File: src/rtl/am2912_bus_arbiter_pkg.sv
// Shared definitions for am2912 open-collector bus controllers: state encoding,
// transceiver enable polarity, counter widths and a modular index helper.
package am2912_bus_arbiter_pkg;

    localparam logic [1:0] ST_IDLE    = 2'd0;
    localparam logic [1:0] ST_SETTLE  = 2'd1;
    localparam logic [1:0] ST_OWN     = 2'd2;
    localparam logic [1:0] ST_RECOVER = 2'd3;

    typedef enum logic [1:0] {
        IDLE    = ST_IDLE,
        SETTLE  = ST_SETTLE,
        OWN     = ST_OWN,
        RECOVER = ST_RECOVER
    } arb_state_t;

    // am2912 E_ is active-low: a bank drives the bus only while its enable is 0.
    localparam logic AM2912_E_ON  = 1'b0;
    localparam logic AM2912_E_OFF = 1'b1;

    localparam int CNT_W  = 4;
    localparam int HOLD_W = 8;

    function automatic int rr_next(input int base, input int step, input int n);
        int v;
        v = base + step;
        return (v >= n) ? v - n : v;
    endfunction

endpackage

File: src/rtl/am2912_bus_arbiter_if.sv
// Request/grant/enable bundle between the arbiter and the requesters sharing
// one wired-AND am2912 bus segment.
interface am2912_bus_arbiter_if #(
    parameter int NREQ = 4
);
    import am2912_bus_arbiter_pkg::*;

    localparam int IW = $clog2(NREQ);

    logic [NREQ-1:0] req;
    logic [NREQ-1:0] gnt;
    logic [NREQ-1:0] e_;
    logic            strb;
    logic [IW-1:0]   owner;
    logic            busy;

    modport master (
        input  req,
        output gnt,
        output e_,
        output strb,
        output owner,
        output busy
    );

    modport slave (
        output req,
        input  gnt,
        input  e_,
        input  strb,
        input  owner,
        input  busy
    );

endinterface

File: src/rtl/am2912_bus_arbiter_rr_pick.sv
// Combinational round-robin picker: first set request searching from last+1
// upward, wrapping modulo NREQ.
module am2912_rr_pick
    import am2912_bus_arbiter_pkg::*;
#(
    parameter  int NREQ = 4,
    localparam int IW   = $clog2(NREQ)
) (
    input  logic [NREQ-1:0] req,
    input  logic [IW-1:0]   last,
    output logic            valid,
    output logic [IW-1:0]   idx,
    output logic [NREQ-1:0] onehot
);

    logic [IW-1:0] cand;

    // Scan from farthest to nearest so the nearest set request is written last.
    always_comb begin
        valid  = 1'b0;
        idx    = '0;
        onehot = '0;
        cand   = '0;
        for (int i = NREQ; i >= 1; i--) begin
            cand = IW'(rr_next(int'(last), i, NREQ));
            if (req[cand]) begin
                valid        = 1'b1;
                idx          = cand;
                onehot       = '0;
                onehot[cand] = 1'b1;
            end
        end
    end

endmodule

File: src/rtl/am2912_bus_arbiter.sv
// Round-robin sequencer for a shared am2912 wired-AND bus: grants one bank,
// waits for pull-up settle, strobes receivers, and enforces a recovery gap.
module am2912_bus_arbiter
    import am2912_bus_arbiter_pkg::*;
#(
    parameter int NREQ        = 4,
    parameter int SETTLE_CYC  = 1,
    parameter int RECOVER_CYC = 1,
    parameter int MAX_HOLD    = 16
) (
    input  logic                  clk,
    input  logic                  rst,
    am2912_bus_arbiter_if.master  bus
);

    localparam int IW = $clog2(NREQ);

    localparam logic [CNT_W-1:0]  SETTLE_LAST  = CNT_W'(SETTLE_CYC - 1);
    localparam logic [CNT_W-1:0]  RECOVER_LAST = CNT_W'(RECOVER_CYC - 1);
    localparam logic [HOLD_W-1:0] HOLD_LIMIT   = HOLD_W'(MAX_HOLD);

    if (NREQ < 2 || NREQ > 16) begin : g_bad_nreq
        $error("am2912_bus_arbiter: NREQ must be in 2..16");
    end
    if (SETTLE_CYC < 1 || SETTLE_CYC > 15) begin : g_bad_settle
        $error("am2912_bus_arbiter: SETTLE_CYC must be in 1..15");
    end
    if (RECOVER_CYC < 1 || RECOVER_CYC > 15) begin : g_bad_recover
        $error("am2912_bus_arbiter: RECOVER_CYC must be in 1..15");
    end
    if (MAX_HOLD < 0 || MAX_HOLD > 255) begin : g_bad_hold
        $error("am2912_bus_arbiter: MAX_HOLD must be in 0..255");
    end

    arb_state_t        state_q;
    logic [NREQ-1:0]   gnt_q;
    logic [NREQ-1:0]   e_q;
    logic              strb_q;
    logic              busy_q;
    logic [IW-1:0]     owner_q;
    logic [IW-1:0]     last_q;
    logic [CNT_W-1:0]  cnt_q;
    logic [HOLD_W-1:0] hold_q;

    logic              pick_valid;
    logic [IW-1:0]     pick_idx;
    logic [NREQ-1:0]   pick_onehot;
    logic              own_req;
    logic              hold_expired;

    am2912_rr_pick #(
        .NREQ (NREQ)
    ) u_pick (
        .req    (bus.req),
        .last   (last_q),
        .valid  (pick_valid),
        .idx    (pick_idx),
        .onehot (pick_onehot)
    );

    assign own_req      = bus.req[owner_q];
    assign hold_expired = (MAX_HOLD != 0) && (hold_q == HOLD_LIMIT);

    always_ff @(posedge clk) begin
        if (rst) begin
            state_q <= IDLE;
            gnt_q   <= '0;
            e_q     <= {NREQ{AM2912_E_OFF}};
            strb_q  <= 1'b0;
            busy_q  <= 1'b0;
            owner_q <= '0;
            last_q  <= IW'(NREQ - 1);
            cnt_q   <= '0;
            hold_q  <= '0;
        end else begin
            unique case (state_q)
                IDLE: begin
                    if (pick_valid) begin
                        state_q <= SETTLE;
                        gnt_q   <= pick_onehot;
                        e_q     <= ~pick_onehot;
                        busy_q  <= 1'b1;
                        owner_q <= pick_idx;
                        last_q  <= pick_idx;
                        cnt_q   <= '0;
                    end
                end
                SETTLE: begin
                    if (!own_req) begin
                        state_q <= RECOVER;
                        gnt_q   <= '0;
                        e_q     <= {NREQ{AM2912_E_OFF}};
                        owner_q <= '0;
                        cnt_q   <= '0;
                    end else if (cnt_q == SETTLE_LAST) begin
                        state_q <= OWN;
                        strb_q  <= 1'b1;
                        hold_q  <= HOLD_W'(1);
                        cnt_q   <= '0;
                    end else begin
                        cnt_q <= cnt_q + 1'b1;
                    end
                end
                // hold_q counts strobe cycles already shown, so expiry and a
                // dropped request on the same edge collapse into one release.
                OWN: begin
                    if (!own_req || hold_expired) begin
                        state_q <= RECOVER;
                        gnt_q   <= '0;
                        e_q     <= {NREQ{AM2912_E_OFF}};
                        strb_q  <= 1'b0;
                        owner_q <= '0;
                        cnt_q   <= '0;
                    end else if (hold_q != '1) begin
                        hold_q <= hold_q + 1'b1;
                    end
                end
                RECOVER: begin
                    if (cnt_q == RECOVER_LAST) begin
                        state_q <= IDLE;
                        busy_q  <= 1'b0;
                        cnt_q   <= '0;
                    end else begin
                        cnt_q <= cnt_q + 1'b1;
                    end
                end
                default: state_q <= IDLE;
            endcase
        end
    end

    assign bus.gnt   = gnt_q;
    assign bus.e_    = e_q;
    assign bus.strb  = strb_q;
    assign bus.busy  = busy_q;
    assign bus.owner = owner_q;

endmodule

File: src/flat_wrapper.sv
// flat-port wrapper written by rule: the top's interface ports become plain ports
module am2912_bus_arbiter_flat import am2912_bus_arbiter_pkg::*;
#(
    parameter int NREQ        = 4,
    parameter int SETTLE_CYC  = 1,
    parameter int RECOVER_CYC = 1,
    parameter int MAX_HOLD    = 16
)
  (clk, rst, bus_req, bus_gnt, bus_e_, bus_strb, bus_owner, bus_busy);
  am2912_bus_arbiter_if #(.NREQ(NREQ)) bus_i ();
  input  logic clk;
  input  logic rst;
  input wire logic [$bits(bus_i.req)-1:0] bus_req;
  output wire logic [$bits(bus_i.gnt)-1:0] bus_gnt;
  output wire logic [$bits(bus_i.e_)-1:0] bus_e_;
  output wire logic [$bits(bus_i.strb)-1:0] bus_strb;
  output wire logic [$bits(bus_i.owner)-1:0] bus_owner;
  output wire logic [$bits(bus_i.busy)-1:0] bus_busy;
  assign bus_i.req = bus_req;
  assign bus_gnt = bus_i.gnt;
  assign bus_e_ = bus_i.e_;
  assign bus_strb = bus_i.strb;
  assign bus_owner = bus_i.owner;
  assign bus_busy = bus_i.busy;
  am2912_bus_arbiter #(.NREQ(NREQ), .SETTLE_CYC(SETTLE_CYC), .RECOVER_CYC(RECOVER_CYC), .MAX_HOLD(MAX_HOLD)) u_core (.clk(clk), .rst(rst), .bus(bus_i));
endmodule
File: config.mk
export PLATFORM = sky130hd
export DESIGN_NAME = am2912_bus_arbiter_flat
export DESIGN_NICKNAME = d
export VERILOG_FILES = /design/src/rtl/am2912_bus_arbiter_pkg.sv /design/src/rtl/am2912_bus_arbiter_if.sv /design/src/rtl/am2912_bus_arbiter_rr_pick.sv /design/src/rtl/am2912_bus_arbiter.sv /design/src/flat_wrapper.sv
export SDC_FILE = /design/constraint.sdc
export NUM_CORES = 1
export LEC_CHECK = 0
export BUFFER_PORTS_ARGS = -buffer_cell sky130_fd_sc_hd__buf_4
export CELL_PAD_IN_SITES_DETAIL_PLACEMENT = 1
export CELL_PAD_IN_SITES_GLOBAL_PLACEMENT = 2
export CORE_MARGIN = 4
export CORE_UTILIZATION = 39
export CTS_CLUSTER_DIAMETER = 40
export DETAILED_ROUTE_END_ITERATION = 10
export PLACE_DENSITY = 0.93
export SYNTH_ARGS = -nofsm -noshare
export SYNTH_HDL_FRONTEND = slang
export SYNTH_HIERARCHICAL = 1
export SYNTH_SLANG_ARGS = --single-unit
File: constraint.sdc
create_clock -name clk -period 6.8 [get_ports clk]
set_input_delay 0.34 -clock clk [delete_from_list [all_inputs] [get_ports clk]]
set_output_delay 0.34 -clock clk [all_outputs]
set_load 0.02 [all_outputs]
=== Word level (Yosys, flattened, before mapping) ===
Cells that the tools add are included.

* Input bits: 6
* Register bits after elaboration: 28
* Memories kept: 0
* Latch bits: 0
* Word-level logic and storage cells: 133
* Output and inout port bits: 12
* RAM bits: 0
* Bits in read-only memories: 0

* Shift-type cells: 0
* Bitwise operators: 1
* Reduce and logical (&&, ||, !) cells: 18
* Magnitude comparators: 13
* Eq/ne operators: 14
* Divide/modulo/power cells: 0
* $add $sub $neg: 10
* Multiplexer cells: 68
* Multipliers: 0

{| class="wikitable"
|+ Operators by type and width
! cell !! number
|-
| $mux 4 || 13
|-
| $mux 2 || 16
|-
| $mux 8 || 4
|-
| $pmux 4 s3 || 2
|-
| $mux 1 || 18
|-
| $pmux 4 s4 || 1
|-
| $pmux 8 s2 || 1
|-
| $lt 2x3->1 const B || 5
|-
| $ne 2x1->1 const B || 6
|-
| $reduce_and 4->1 || 3
|-
| $bmux 1 s2 || 5
|-
| $ge 3x3->1 const B || 3
|-
| $add 8x1->8 const B || 1
|-
| $demux 1 s2 || 4
|-
| $eq 8x5->1 const B || 1
|-
| $ge 2x1->1 const B || 4
|-
| $ne 8x8->1 const B || 1
|-
| $pmux 2 s4 || 1
|-
| $sub 2x1->2 const B || 4
|-
| $add 2x2->3 const B || 2
|-
| $pmux 2 s3 || 1
|-
| $reduce_and 5->1 || 1
|-
| $add 2x3->4 const B || 1
|-
| $add 4x1->4 const B || 1
|-
| 17 further kinds || 25
|}

=== Logic depth before layout (Yosys ltp) ===
* Depth in word-level cells: 14
* Mapped depth: 10
* Mapped depth without buffers: 8

=== Modules after synthesis ===
Netlist, hierarchy kept.

{| class="wikitable"
|+ By module, submodules not included
! module !! cells each !! sequential area each (sq um) !! area an instance (sq um) !! instances
|-
| am2912_bus_arbiter || 181 || 560.5 || 1534.0 || 1
|-
| am2912_rr_pick || 80 || 0.0 || 590.6 || 1
|}

=== Least setup slack after synthesis ===
Ideal clock, no wire load.

* Path type: reg-to-reg
* From: reg u_core.last_q[0]
* To: reg u_core.gnt_q[3] (netlist: u_core/bus.gnt[3])
* Cell stages (with the launch flop): 11
* Setup time: 0.116 ns
* Slack: 4.331 ns
* Clock period less this slack: 2.469 ns
* Data required time: 6.684 ns
* Buffers on the path: 2
* Arrival: 2.353 ns
* Path through: dfxtp_1 > buf_6 > inv_1 > ha_1 > buf_6 > mux2i_2 > o22ai_1 > a2111oi_2 > o2bb2ai_1 > nor4b_1 > a31o_2

* Longest elaborated chain between the ends: 13
* Elaborated cells on any way between the ends: 56
* Classes of those cells: add/sub (8); order compare (12); eq/ne (1); mux (30); reduce/logical (5)

{| class="wikitable"
|+ Ends and longest elaborated chain
! what !! RTL line !! source
|-
| start: declaration || am2912_bus_arbiter.sv:41 || <nowiki>logic [IW-1:0] last_q;</nowiki>
|-
| start signal: assignment || am2912_bus_arbiter.sv:72 || <nowiki>last_q <= IW'(NREQ - 1);</nowiki>
|-
| start signal: assignment || am2912_bus_arbiter.sv:84 || <nowiki>last_q <= pick_idx;</nowiki>
|-
| $add 2x3->4 || am2912_bus_arbiter_pkg.sv:26 || <nowiki>v = base + step;</nowiki>
|-
| $ge 4x3->1 / $sub 2x1->2 (equally long branches) || am2912_bus_arbiter_pkg.sv:27 || <nowiki>return (v >= n) ? v - n : v;</nowiki>
|-
| $mux 2 || am2912_bus_arbiter_pkg.sv:27 ||
|-
| $lt 2x3->1 (not written as such) / $ge 2x1->1 (equally long branches) || am2912_bus_arbiter_rr_pick.sv:30 || <nowiki>onehot[cand] = 1'b1;</nowiki>
|-
| $logic_and 1x1->1 (not written as such) || am2912_bus_arbiter_rr_pick.sv:30 ||
|-
| $mux 1 (not written as such) || am2912_bus_arbiter_rr_pick.sv:30 ||
|-
| $demux 1 s2 || am2912_bus_arbiter_rr_pick.sv:30 ||
|-
| $mux 4 (3 in a row) || am2912_bus_arbiter_rr_pick.sv:26 || <nowiki>if (req[cand]) begin</nowiki>
|-
| $mux 4 * || am2912_bus_arbiter_rr_pick.sv:26 ||
|-
| via u_core.pick_onehot[3] || am2912_bus_arbiter.sv:47 || <nowiki>logic [NREQ-1:0] pick_onehot;</nowiki>
|-
| $mux 4 * || am2912_bus_arbiter.sv:78 || <nowiki>if (pick_valid) begin</nowiki>
|-
| $pmux 4 s3 * || am2912_bus_arbiter.sv:76 || <nowiki>unique case (state_q)</nowiki>
|-
| end signal: assignment || am2912_bus_arbiter.sv:80 || <nowiki>gnt_q <= pick_onehot;</nowiki>
|-
| end: declaration || am2912_bus_arbiter.sv:36 || <nowiki>logic [NREQ-1:0] gnt_q;</nowiki>
|}

The timed path passes the listed nets; every way through them passes the cells marked *. The select of a mux whose other input is x is not followed.
A chain may end at the register's enable or synchronous reset.

=== Worst setup path after layout ===
Same ends and word-level chain as after synthesis.

==> impl_metrics.yaml <==
run_status:
  status: "finished clean"
drt:
  vias: 1933
  drtAntennaViolNets: 0
  wl_per_cell_um: 15.93
  drt_pass1_iterations: 4
  drc: 0
  drt-initial-drc-count: 136
  vias_per_cell: 5.702
  routed_wl_um: 5399
setup_path:
  worst_setup_path_end_kind: "register"
  slowest_delay_ns: 0.91
  cpMaxStageDelayCell: "dfxtp_1"
  crit_required_ns: 6.98
  cp_num_buf_inv: 1
  critPathMaxFanout: 27
  crit_type: "register to register"
  crit_arrival_ns: 3.38
  startpoint_type: "register"
  cp_top_family: "flip-flops"
  crit_chain: "inv_1 -> ha_1 -> mux2i_1 -> o22ai_1 -> a2111oi_2 -> o2bb2ai_1 -> nor4b_1 -> a31o_2"
floorplanning:
  die_h_um: 81.81
  rows: 26
  die_area_sq_um: 6692
  num_io_pins: 18
  die_w_um: 81.81
  initial_utilization: 0.4082
  core_area_sq_um: 5205
timing:
  setup_viol: 0
  worst_pin_slew_ns: 0.8775
  rsz0062_at_grt: "no"
  maxSlewViolCount: 0
  period_share: 0.4715
  finalSetupTns_ns: 0
  finClkSkew_ns: 0.003418
  max_freq_mhz: 311.9
  hold_viol: 0
  min_period_ns: 3.206
  slew_headroom: 0.4142
clocking:
  post_cts_buffers: 0
  cts_root_buffer: "clkbuf_8"
  clkLatencyLatePin_ns: 0.28
  cts_tree: "built"
  cts.sinks: 28
  holdBufCountCts: 0
  path_clk_slew_ns: 0.09
  cts.htree.levels: 1
  cts_buffer_depth: 2
  cts_buffers: 3
  cts_resized: 0
global_route:
  grt_max_degree: 28
  grt_pass1_wl_um: 9128
  grtUsageTotal: 0.1743
  overflow: 0
  grt_antenna_before_repair: 0
  grt_pass1_vias: 1880
power:
  p_leak_nw: 0.8563
  ir_drop_v: 0.0002009
  cellPowerDensity_nw_per_um2: 430.5
finish:
  layoutNonFillerInstCount: 339
  areaGrowthSynthToFinish_pct: 8.422
  n_antenna_cell: 0
  fin_nets: 292
  drive_above_1_share: 0.1450
worst_hold_path:
  hold_class: "input port to register"
synth:
  synthArstFlopShare: 0
  syn_nets: 283
  yosysSeqAreaShare: 0.2638
  yosys-top-cells-area: "dfxtp_1 (26%), ha_1 (9.4%), a21oi_1 (6.1%)"
  synth_edf_count: 0
  synth_most_common_cell: "dfxtp_1"
  yosys_warnings: 6
  yosysTopAreaCellShare: 0.2638
  synth_cell_types: 57
  avgSynthCellArea_sq_um: 8.140
  synth_area_sq_um: 2125
  ys_seq_elements: 28
  netlist_instances: 261
  synth_flop_cell: "dfxtp_1"
  synth_top_area_cell: "dfxtp_1"
  synthTopCellsByCount: "dfxtp_1 (28), a21oi_1 (26), nand2_1 (24)"
placement:
  port_buffers: 17
  gp_congestion: 0.9274
  dp_hpwl_um: 3950
  placedCellCount: 335
job:
  cap_violations: 0
[metal layers]
metal  up-vias  global-route usage  part of all wire
met5         -                   0                 0
met4         0             0.04319            0.0093
met3         5             0.03728             0.035
met2        23              0.2763              0.44
met1       920              0.2401              0.51
li1        985                   -                 -
[area by class of cell]
cell class / instances / area, sq um
Timing Repair Buffer: 17 / 127.6
Fill cell: 654 / 2902
Inverter: 11 / 41.29
Sequential cell: 28 / 560.5
Clock buffer: 4 / 55.05
Multi-Input combinational cell: 209 / 1431
Tap cell: 70 / 87.58
[state kept, by name, indices dropped and copies added, names as in the netlist]
| name | cells |
|---|---|
| u_core/bus.busy | 1 |
| u_core/bus.e_ | 4 |
| u_core/bus.gnt | 4 |
| u_core/bus.owner | 2 |
| u_core/bus.strb | 1 |
| u_core/cnt_q | 4 |
| u_core/hold_q | 8 |
| u_core/last_q | 2 |
| u_core/state_q | 2 |
[per-stage QoR]
step / hold WS, ns / power [mW] / utilization / instance area, sq um / setup slack, ns
detailed placement: 0.4750 / 0.8909 / 0.4320 / 2248 / 3.644
finish: 0.4191 / 0.9916 / 0.4425 / 2303 / 3.594
floorplan: 0.4618 / 0.7513 / - / 2125 / 4.331
global placement: 0.4691 / 0.8731 / 0.4320 / 2248 / 3.736
CTS: 0.4152 / 1.001 / 0.4425 / 2303 / 3.606
global route: 0.4301 / 1.079 / 0.4425 / 2303 / 3.343
[cells in the final DEF, fill, tap and decap left out, types with 2 or more instances in the layout]
master | netlist | layout
o2bb2ai_1 | 4 | 4
dfxtp_1 | 28 | 28
nand4_1 | 7 | 7
nor4b_1 | 5 | 5
buf_4 | 3 | 17
nor3_1 | 3 | 3
o22ai_1 | 7 | 7
a211oi_1 | 3 | 3
or3_1 | 2 | 2
a31oi_1 | 5 | 5
o21a_1 | 2 | 2
nand3_1 | 12 | 12
a21oi_1 | 26 | 26
nor3b_1 | 2 | 2
mux2i_2 | 2 | 2
o21bai_1 | 2 | 2
a31o_2 | 5 | 5
nor2_1 | 20 | 20
o21ai_0 | 11 | 11
nand2b_1 | 7 | 7
clkbuf_8 | 0 | 4
nor4_1 | 2 | 2
ha_1 | 16 | 16
or3b_2 | 2 | 2
or3b_1 | 2 | 2
or4_1 | 3 | 3
inv_1 | 10 | 10
nand2_1 | 24 | 24
o211ai_1 | 2 | 2
and2_1 | 4 | 4
mux2i_1 | 6 | 6
[report_power, final]
group / internal, mW / total, mW / switching (mW)
logic: 0.254 / 0.606 / 0.352
registers: 0.212 / 0.281 / 0.0690
clock network: 0.0519 / 0.104 / 0.0526
[kinds of logic (layout without fill, tap and decap cells)]
| logic type | after synthesis | count (layout) | synth area share |
|---|---|---|---|
| AO/OA/AOI/OAI | 77 | 77 | 0.2409 |
| adder cells (fa/ha/maj) | 16 | 16 | 0.09423 |
| buffers and inverters | 24 | 32 | 0.06242 |
| flip-flops | 28 | 28 | 0.2638 |
| multiplexers | 11 | 11 | 0.06596 |
| AND/OR/NAND/NOR | 105 | 105 | 0.2727 |
[final timing paths]
| check | slack (ns) | from | depth (start not counted) | to |
|---|---|---|---|---|
| setup / recovery | 3.59 | u_core/last_q[0] | 8 | u_core/bus.gnt[3] |
| hold / removal | 0.42 | rst | 2 | u_core/state_q[1] |
| setup reg to reg | 3.59 | u_core/last_q[0] | 8 | u_core/bus.gnt[3] |
| hold reg to reg | 0.49 | u_core/bus.owner[1] | 2 | u_core/bus.owner[1] |
(Power assumes the default switching activity.)
